$ cat src/rtl/pmd901_pkg.sv
// pmd901_pkg: shared types and ramp arithmetic for the PMD901 speed scheduler.
package pmd901_pkg;
  typedef enum logic [1:0] {PARKED = 2'd0, START = 2'd1, RUN = 2'd2, STOP = 2'd3} state_e;
  typedef logic signed [15:0] speed_t;
  // Widened to 17 bits so a full-scale reversal cannot overflow the distance.
  function automatic speed_t step_toward(speed_t cur, speed_t tgt, logic [15:0] stp);
    logic signed [16:0] d;
    logic [16:0] mag;
    d = $signed({tgt[15], tgt}) - $signed({cur[15], cur});
    mag = d[16] ? $unsigned(-d) : $unsigned(d);
    return (mag <= {1'b0, stp}) ? tgt : d[16] ? speed_t'(cur - speed_t'(stp)) : speed_t'(cur + speed_t'(stp));
  endfunction
  function automatic speed_t clamp(speed_t v, logic [15:0] lim);
    speed_t m;
    m = speed_t'(lim);
    return (v > m) ? m : (v < -m) ? -m : v;
  endfunction
endpackage

$ cat src/rtl/pmd901_speed_sched_tick_gen.sv
// pmd901_tick_gen: free-running period counter with synchronous restart and 1-cycle tick.
module pmd901_tick_gen #(
  parameter logic [11:0] PERIOD = 12'd2048
) (
  input  logic clk,
  input  logic rstn,
  input  logic restart_i,
  output logic tick_o
);
  logic [11:0] cnt_q, cnt_d;
  assign tick_o = cnt_q == PERIOD - 12'd1;
  assign cnt_d = (restart_i || tick_o) ? '0 : cnt_q + 12'd1;
  always_ff @(posedge clk or negedge rstn)
    if (!rstn) cnt_q <= '0;
    else cnt_q <= cnt_d;
endmodule

$ cat src/rtl/pmd901_speed_sched.sv
// pmd901_speed_sched: host target handshake, rate-limited speed ramp and enable/park sequencing
// for the PMD901 SPI writer.
module pmd901_speed_sched
  import pmd901_pkg::*;
#(
  parameter logic [11:0] UPDATE_PERIOD = 12'd2048,
  parameter logic [15:0] MAX_STEP      = 16'd64,
  parameter logic [15:0] STOP_STEP     = 16'd256,
  parameter logic [15:0] MAX_SPEED     = 16'd16000,
  parameter logic [7:0]  ENABLE_DELAY  = 8'd100
) (
  input  logic        clk,
  input  logic        rstn,
  input  logic        host_req,
  input  logic [15:0] host_speed,
  output logic        host_ack,
  output logic        host_rej,
  input  logic        safe_stop,
  input  logic        fault,
  output logic [15:0] wdata,
  output logic        we,
  output logic        dev_enable,
  output logic [1:0]  state_o
);
  state_e state_q, state_d;
  speed_t target_q, target_d, current_q, current_d, wdata_q, wdata_d, req_speed, stepped;
  logic ack_q, ack_d, rej_q, rej_d, we_q, we_d;
  logic take, stop_cond, restart, tick, adv;
  logic [7:0] en_cnt_q, en_cnt_d;

  pmd901_tick_gen #(.PERIOD(UPDATE_PERIOD)) u_tick (
    .clk       (clk),
    .rstn      (rstn),
    .restart_i (restart),
    .tick_o    (tick)
  );

  always_comb begin
    stop_cond = safe_stop | fault;
    take = host_req & ~(ack_q | rej_q);
    rej_d = take & (stop_cond | (state_q == STOP));
    ack_d = take & ~rej_d;
    req_speed = clamp(speed_t'(host_speed), MAX_SPEED);
    stepped = step_toward(current_q, target_q, (state_q == STOP) ? STOP_STEP : MAX_STEP);
    adv = tick && ((state_q == RUN && !stop_cond) || state_q == STOP);
    state_d = state_q;
    case (state_q)
      PARKED:  state_d = (ack_d && req_speed != '0) ? START : PARKED;
      START:   state_d = stop_cond ? STOP : (en_cnt_q == ENABLE_DELAY - 8'd1) ? RUN : START;
      // A target accepted on the parking tick keeps the ramp alive instead of being stranded.
      RUN:     state_d = stop_cond ? STOP
                       : (tick && current_q == '0 && target_q == '0 && !ack_d) ? PARKED : RUN;
      default: state_d = (tick && current_q == '0) ? PARKED : STOP;
    endcase
    restart = state_d != state_q;
    target_d = (state_d == STOP) ? '0 : ack_d ? req_speed : target_q;
    current_d = (state_q == PARKED) ? '0 : adv ? stepped : current_q;
    we_d = adv && stepped != current_q;
    wdata_d = we_d ? stepped : wdata_q;
    en_cnt_d = restart ? '0 : en_cnt_q + 8'(state_q == START);
  end

  always_ff @(posedge clk or negedge rstn)
    if (!rstn) begin
      state_q   <= PARKED;
      target_q  <= '0;
      current_q <= '0;
      wdata_q   <= '0;
      we_q      <= 1'b0;
      ack_q     <= 1'b0;
      rej_q     <= 1'b0;
      en_cnt_q  <= '0;
    end else begin
      state_q   <= state_d;
      target_q  <= target_d;
      current_q <= current_d;
      wdata_q   <= wdata_d;
      we_q      <= we_d;
      ack_q     <= ack_d;
      rej_q     <= rej_d;
      en_cnt_q  <= en_cnt_d;
    end

  assign host_ack   = ack_q;
  assign host_rej   = rej_q;
  assign wdata      = wdata_q;
  assign we         = we_q;
  assign dev_enable = state_q != PARKED;
  assign state_o    = state_q;
endmodule

$ cat config.mk
export PLATFORM = sky130hd
export DESIGN_NAME = pmd901_speed_sched
export DESIGN_NICKNAME = d
export VERILOG_FILES = /design/src/rtl/pmd901_pkg.sv /design/src/rtl/pmd901_speed_sched_tick_gen.sv /design/src/rtl/pmd901_speed_sched.sv
export SDC_FILE = /design/constraint.sdc
export NUM_CORES = 1
export LEC_CHECK = 0
export CORE_ASPECT_RATIO = 0.9
export CORE_MARGIN = 2
export CORE_UTILIZATION = 56
export CTS_CLUSTER_SIZE = 40
export DETAILED_ROUTE_END_ITERATION = 16
export DONT_BUFFER_PORTS = 1
export PLACE_DENSITY = 0.71
export SYNTH_ARGS = -nofsm -noshare
export SYNTH_HDL_FRONTEND = slang
export SYNTH_SLANG_ARGS = --single-unit
$ cat constraint.sdc
create_clock -name clk -period 5.64 [get_ports clk]
set_input_delay 1.128 -clock clk [delete_from_list [all_inputs] [get_ports clk]]
set_output_delay 1.128 -clock clk [all_outputs]
set_load 0.05 [all_outputs]
Yosys cells after proc, flatten, opt, wreduce, memory -nomap -nowiden:

Cells that the tools add are included.
Widths: inputs -> output; s select.

* equality and inequality tests: 8
* shifts and indexed selects: 0
* add/subtract/negate cells: 6
* reductions and logical operators: 18
* bitwise gates (word level): 8
* $mul: 0
* div/mod/pow operators: 0
* order comparisons: 3
* muxes and demuxes: 19

Operator list (count)
* $mux 16: 8
* $logic_not 16->1: 2
* $le 17x9->1: 1
* $mux 17: 1
* $neg 17->17: 1
* $sub 16x16->17: 1
* $add 16x10->16: 1
* $gt 16x15->1 const B: 1
* $lt 16x15->1 const B: 1
* $ne 16x16->1: 1
* $reduce_bool 16->1: 1
* $sub 16x10->16: 1
* $add 12x1->12 const B: 1
* $eq 12x11->1 const B: 1
* $mux 12: 1
* $mux 2: 5
* $mux 9: 1
* $add 8x1->8: 1
* $eq 8x7->1 const B: 1
* $mux 8: 1
* $logic_and 1x1->1: 7
* $eq 2x2->1 const B: 3
* $pmux 2 s3: 1
* $reduce_bool 2->1: 3
* 9 further kinds: 16

* memories: 0
* latch bits: 0
* input bits: 21
* register bits: 73
* word-level logic and storage cells: 71
* RAM bits: 0
* memory bits (read-only): 0

Longest topological paths before layout:

* depth after elaboration: 14
* gate-level depth with buffers: 26
* depth with buffers taken out: 24

Cells and area by module:

Synthesis repeated with hierarchy kept, for this count alone.

* cell total of the unflattened synthesis: 675
* area total of the unflattened synthesis: 5834.3 µm²

Modules (own cells, without submodules)
* pmd901_speed_sched: cells each 617, instances 1, area an instance 5222.5 µm²
* pmd901_tick_gen: cells each 58, instances 1, area an instance 611.8 µm²

Worst setup path before layout:

Ideal clock, no wire load.

* path type: register to register
* start: register target_q[0]
* end: register wdata_q[10], in the netlist wdata[10]
* slack: -0.232 ns
* period minus slack after synthesis: 5.872 ns
* stages on the path, launching flop included: 27
* required time: 5.515 ns
* arrival time: 5.747 ns
* library setup time: 0.125 ns
* cells stage by stage: dfrtp_1 -> inv_1 -> ha_1 -> fa_1 -> nor2b_2 -> o31ai_1 -> a21oi_1 -> or2_1 -> a41o_1 -> buf_2 -> clkinv_1 -> nand2_1 -> xor2_1 -> ha_1 -> nand2_1 -> or2_2 -> a2111oi_0 -> nand4_1 -> o21a_1 -> o31ai_1 -> o2bb2ai_1 -> nor4_4 -> mux2_2 -> a211oi_4 -> a21oi_4 -> buf_6 -> mux2_4

* longest elaborated chain between the ends: 7

Ends and longest elaborated chain
* from (decl): RTL line pmd901_speed_sched.sv:26 `speed_t target_q, target_d, current_q, current_d, wdata_q, wdata_d, req_speed, stepped;`
* from (signal assigned): RTL line pmd901_speed_sched.sv:75 `target_q <= target_d;`
* $sub 16x16->17: RTL line pmd901_pkg.sv:9 `d = $signed({tgt[15], tgt}) - $signed({cur[15], cur});`
* $neg 17->17: RTL line pmd901_pkg.sv:10 `mag = d[16] ? $unsigned(-d) : $unsigned(d);`
* $mux 17: RTL line pmd901_pkg.sv:10
* $le 17x9->1: RTL line pmd901_pkg.sv:11 `return (mag <= {1'b0, stp}) ? tgt : d[16] ? speed_t'(cur - speed_t'(stp)) : speed_t'(cur + speed_t'(stp));`
* $mux 16 *: RTL line pmd901_pkg.sv:11
* $ne 16x16->1 *: RTL line pmd901_speed_sched.sv:58 `we_d = adv && stepped != current_q;`
* $logic_and 1x1->1 *: RTL line pmd901_speed_sched.sv:58
* net we_d: RTL line pmd901_speed_sched.sv:27 `logic ack_q, ack_d, rej_q, rej_d, we_q, we_d;`
* to (signal assigned): RTL line pmd901_speed_sched.sv:77 `wdata_q <= wdata_d;`
* to (decl): RTL line pmd901_speed_sched.sv:26

The timed path passes the listed nets; every way through them passes the cells marked *.
A chain may end at the register's enable or synchronous reset.

Final worst setup path:

* start: register target_q[0]
* end: register wdata_q[10], in the netlist wdata[10]

* longest elaborated chain between the ends: 7

Ends and longest elaborated chain (RTL line)
* $sub 16x16->17: pmd901_pkg.sv:9
* $neg 17->17: pmd901_pkg.sv:10
* $mux 17: pmd901_pkg.sv:10
* $le 17x9->1: pmd901_pkg.sv:11
* $mux 16 *: pmd901_pkg.sv:11
* $ne 16x16->1: pmd901_speed_sched.sv:58
* $logic_and 1x1->1: pmd901_speed_sched.sv:58

Mark *: on every way between the ends. The rest lies on a longest branch, timed or not.

==> impl_metrics.json <==
{
  "met1Wirelength_um": 6522,
  "port_buffers": 0,
  "clk_pin_slew_ns": 0.09,
  "critPathKind": "reg2reg",
  "period_minus_slack_ns": 5.441,
  "grt_pass1_vias": 4746,
  "die-area_um2": 10690,
  "initial_utilization_pct": 57.28,
  "multi_input_area_um2": 3522,
  "status": "finished, final reports clean",
  "fin_skew_ns": 0.01899,
  "globalplace.congestion": 0.9592,
  "drive_gt1_share_pct": 17.33,
  "track_usage_pct": 28.35,
  "fmax_ghz": 0.1838,
  "crit_fanout": 9,
  "fin_tns_setup_ns": 0,
  "top_layer": "met4",
  "finalMaxSlewViolations": 0,
  "slew_headroom_pct": 55.82,
  "mostFrequentLayoutCell": "dfrtp_1",
  "die_width_um": 108.8,
  "dr_wl_met2_um": 6734,
  "hold_buffers": 0,
  "netlist_instances": 642,
  "fin_crit_sh_pct": 96.48,
  "drc": 0,
  "antenna_found_initial": 0,
  "yosys_most_used_dff": "dfrtp_1",
  "drv_cap": 0,
  "routed-wl-met3_um": 1023,
  "worst_pin_slew_ns": 0.6544,
  "synth_edf_count": 0,
  "cts_buffers": 9,
  "nets": 730,
  "end_kind": "flip-flop",
  "syn_area_um2": 5532,
  "ys_types": 68,
  "rows": 34,
  "critPathLaunchType": "flip-flop",
  "r2r_start": "target_q[0]",
  "ff2ff_path_depth": 24,
  "cp_data_required_time_ns": 5.88,
  "final_cells": 807,
  "hpwlAfterDp_um": 11120,
  "design.core.area_um2": 9657,
  "r2r-end": "wdata[10]",
  "min_path_type": "in2async",
  "routedWlPerCell_um": 18.11,
  "final_cell_mix": "dfrtp_1 (73), nor2_1 (70), nand2_1 (61), buf_4 (47), xnor2_1 (34)",
  "synthArstFlopShare_pct": 100.0,
  "n_antenna_cell": 0,
  "arrival_ns": 5.68,
  "htreeDepth": 3,
  "die_h_um": 98.29,
  "clock_path_buffers": 2,
  "clock_sinks": 73,
  "synth_area_per_cell_um2": 8.616,
  "p_leak_nw": 2.854,
  "drtIter0Drc": 288,
  "totalWireLength_um": 14620,
  "num_io_pins": 43,
  "rrSetupSlack_ns": 0.20,
  "finalHoldViolations": 0,
  "post-place-cells": 783,
  "cts_tree": "built",
  "antenna_left": 0,
  "ir_drop_v": 0.0001731,
  "power.density_nw_per_um2": 169.9,
  "syn_to_final_growth_pct": 12.37,
  "vias": 4942,
  "ys_ff_latch": 73,
  "yosysSeqAreaShare_pct": 33.02,
  "setup_viol_count_final": 0,
  "drt-vias-per-instance": 6.124,
  "synth_top_area_share_pct": 33.02,
  "synth_top_cell_by_area": "dfrtp_1",
  "fillCellCount": 807,
  "syn_nets": 696,
  "firstDrtPassIters": 5,
  "seq_area_um2": 1827,
  "cts_root_buf": "clkbuf_8",
  "yosysWarningCount": 0,
  "grt_max_degree": 74,
  "ys_top_cells_by_area": "dfrtp_1 (33%), ha_1 (7.2%), xnor2_1 (5.4%)",
  "grt_pass1_wl_um": 23870,
  "clk_latency_ns": 0.36,
  "grt_overflow": 0
}
sequential cells by signal (all words and copies together), names as in the netlist:
signal / count
we: 1
host_ack: 1
host_rej: 1
u_tick.cnt_q: 12
en_cnt_q: 8
current_q: 16
target_q: 16
state_o: 2
wdata: 16
report_power, final:
group	internal, mW	total (mW)	switching [mW]
registers	0.552	0.581	0.0283
clock network	0.174	0.417	0.243
logic	0.0310	0.0587	0.0276
area by class of cell:
class | count | area share, %
clock buffer | 9 | 1.993
timing repair buffer | 49 | 6.180
multi-input combinational | 509 | 56.66
inverter | 34 | 2.073
clock inverter | 7 | 1.167
tap | 126 | 2.536
sequential | 73 | 29.39
through the flow:
stage	util (%)	total power, mW	setup WS, ns	hold WS [ns]	instance area [um^2]
after floorplan	-	0.6364	0.001029	0.4470	5533
after global placement	60.95	0.6450	0.07570	0.4626	5886
after detailed placement	60.95	0.6501	-0.2866	0.4708	5886
after CTS	63.32	1.060	0.02076	0.4415	6115
after global routing	64.37	1.096	-0.05570	0.4381	6216
final	64.37	1.056	0.1986	0.4563	6216
worst max-delay path: stages (launching register included):
cell	delay, ns
dfrtp_1	0.37
inv_1	0.05
ha_1	0.22
fa_2	0.38
nor2b_2	0.20
o31ai_4	0.09
a21oi_1	0.21
or2_1	0.19
a41o_1	0.27
nand2_1	0.10
ha_1	0.30
o21a_1	0.14
o21a_1	0.20
o21a_1	0.22
o31a_1	0.30
o31a_1	0.29
o21a_1	0.21
nor2_2	0.14
xnor2_1	0.09
nor4_2	0.31
mux2i_1	0.16
a211oi_4	0.29
a21oi_4	0.10
buf_4	0.20
mux2_4	0.31
cells in the mapped netlist (3+ instances only):
cell type  number
dfrtp_1        73
nor2_1         71
nand2_1        61
o21ai_0        34
xnor2_1        34
inv_1          33
ha_1           32
a21oi_1        31
nand3_1        24
xor2_1         22
clkbuf_1       19
nor4_1         15
mux2_2         14
nor3_1         13
o21a_1         12
nor2b_1        11
a22oi_1         8
mux2_4          8
nand4_1         8
or2_2           8
and3_1          7
o211ai_1        7
buf_2           6
mux2i_1         6
o22ai_1         6
o31a_1          6
a21boi_0        5
and2_1          5
nand2b_1        4
o31ai_1         4
or3_1           4
a31oi_1         3
nor3b_1         3
o2bb2ai_1       3
logic make-up (layout without fill, tap and decap cells):
logic type                 after synthesis  after routing  share of synthesized area [%]
and+or+nand+nor                        248            248                          22.35
AOI/OAI and AO/OA                      144            144                          17.71
DFF                                     73             73                          33.02
buffers and inverters                   60             99                          4.343
xor gates and xnor gates                56             56                          8.867
adders and majority gates               33             33                          7.600
muxes                                   28             28                          6.107
metal layers:
| layer | global-route usage, % | up-vias |
|---|---|---|
| met5 | 0 | - |
| met4 | 9.270 | 0 |
| met3 | 6.809 | 33 |
| met2 | 43.99 | 195 |
| met1 | 39.03 | 2359 |
| li1 | - | 2355 |
timing repair:
item / in CTS / in global routing
gates resized for setup: 1 / 15
buffers inserted: 2 / 6
setup endpoints to repair: 15 / 17
pin swaps: 1 / 5
worst max path at each step:
stage | startpoint | to | slack [ns]
final | target_q[0] | wdata[10] | 0.20
after global routing | target_q[0] | wdata[10] | -0.06
after CTS | target_q[0] | wdata[10] | 0.02
after detailed placement | target_q[0] | wdata[2] | -0.29
after global placement | target_q[0] | wdata[0] | 0.08
after floorplan | target_q[2] | wdata[10] | 0.001
Power figures use the tool's default switching activity.
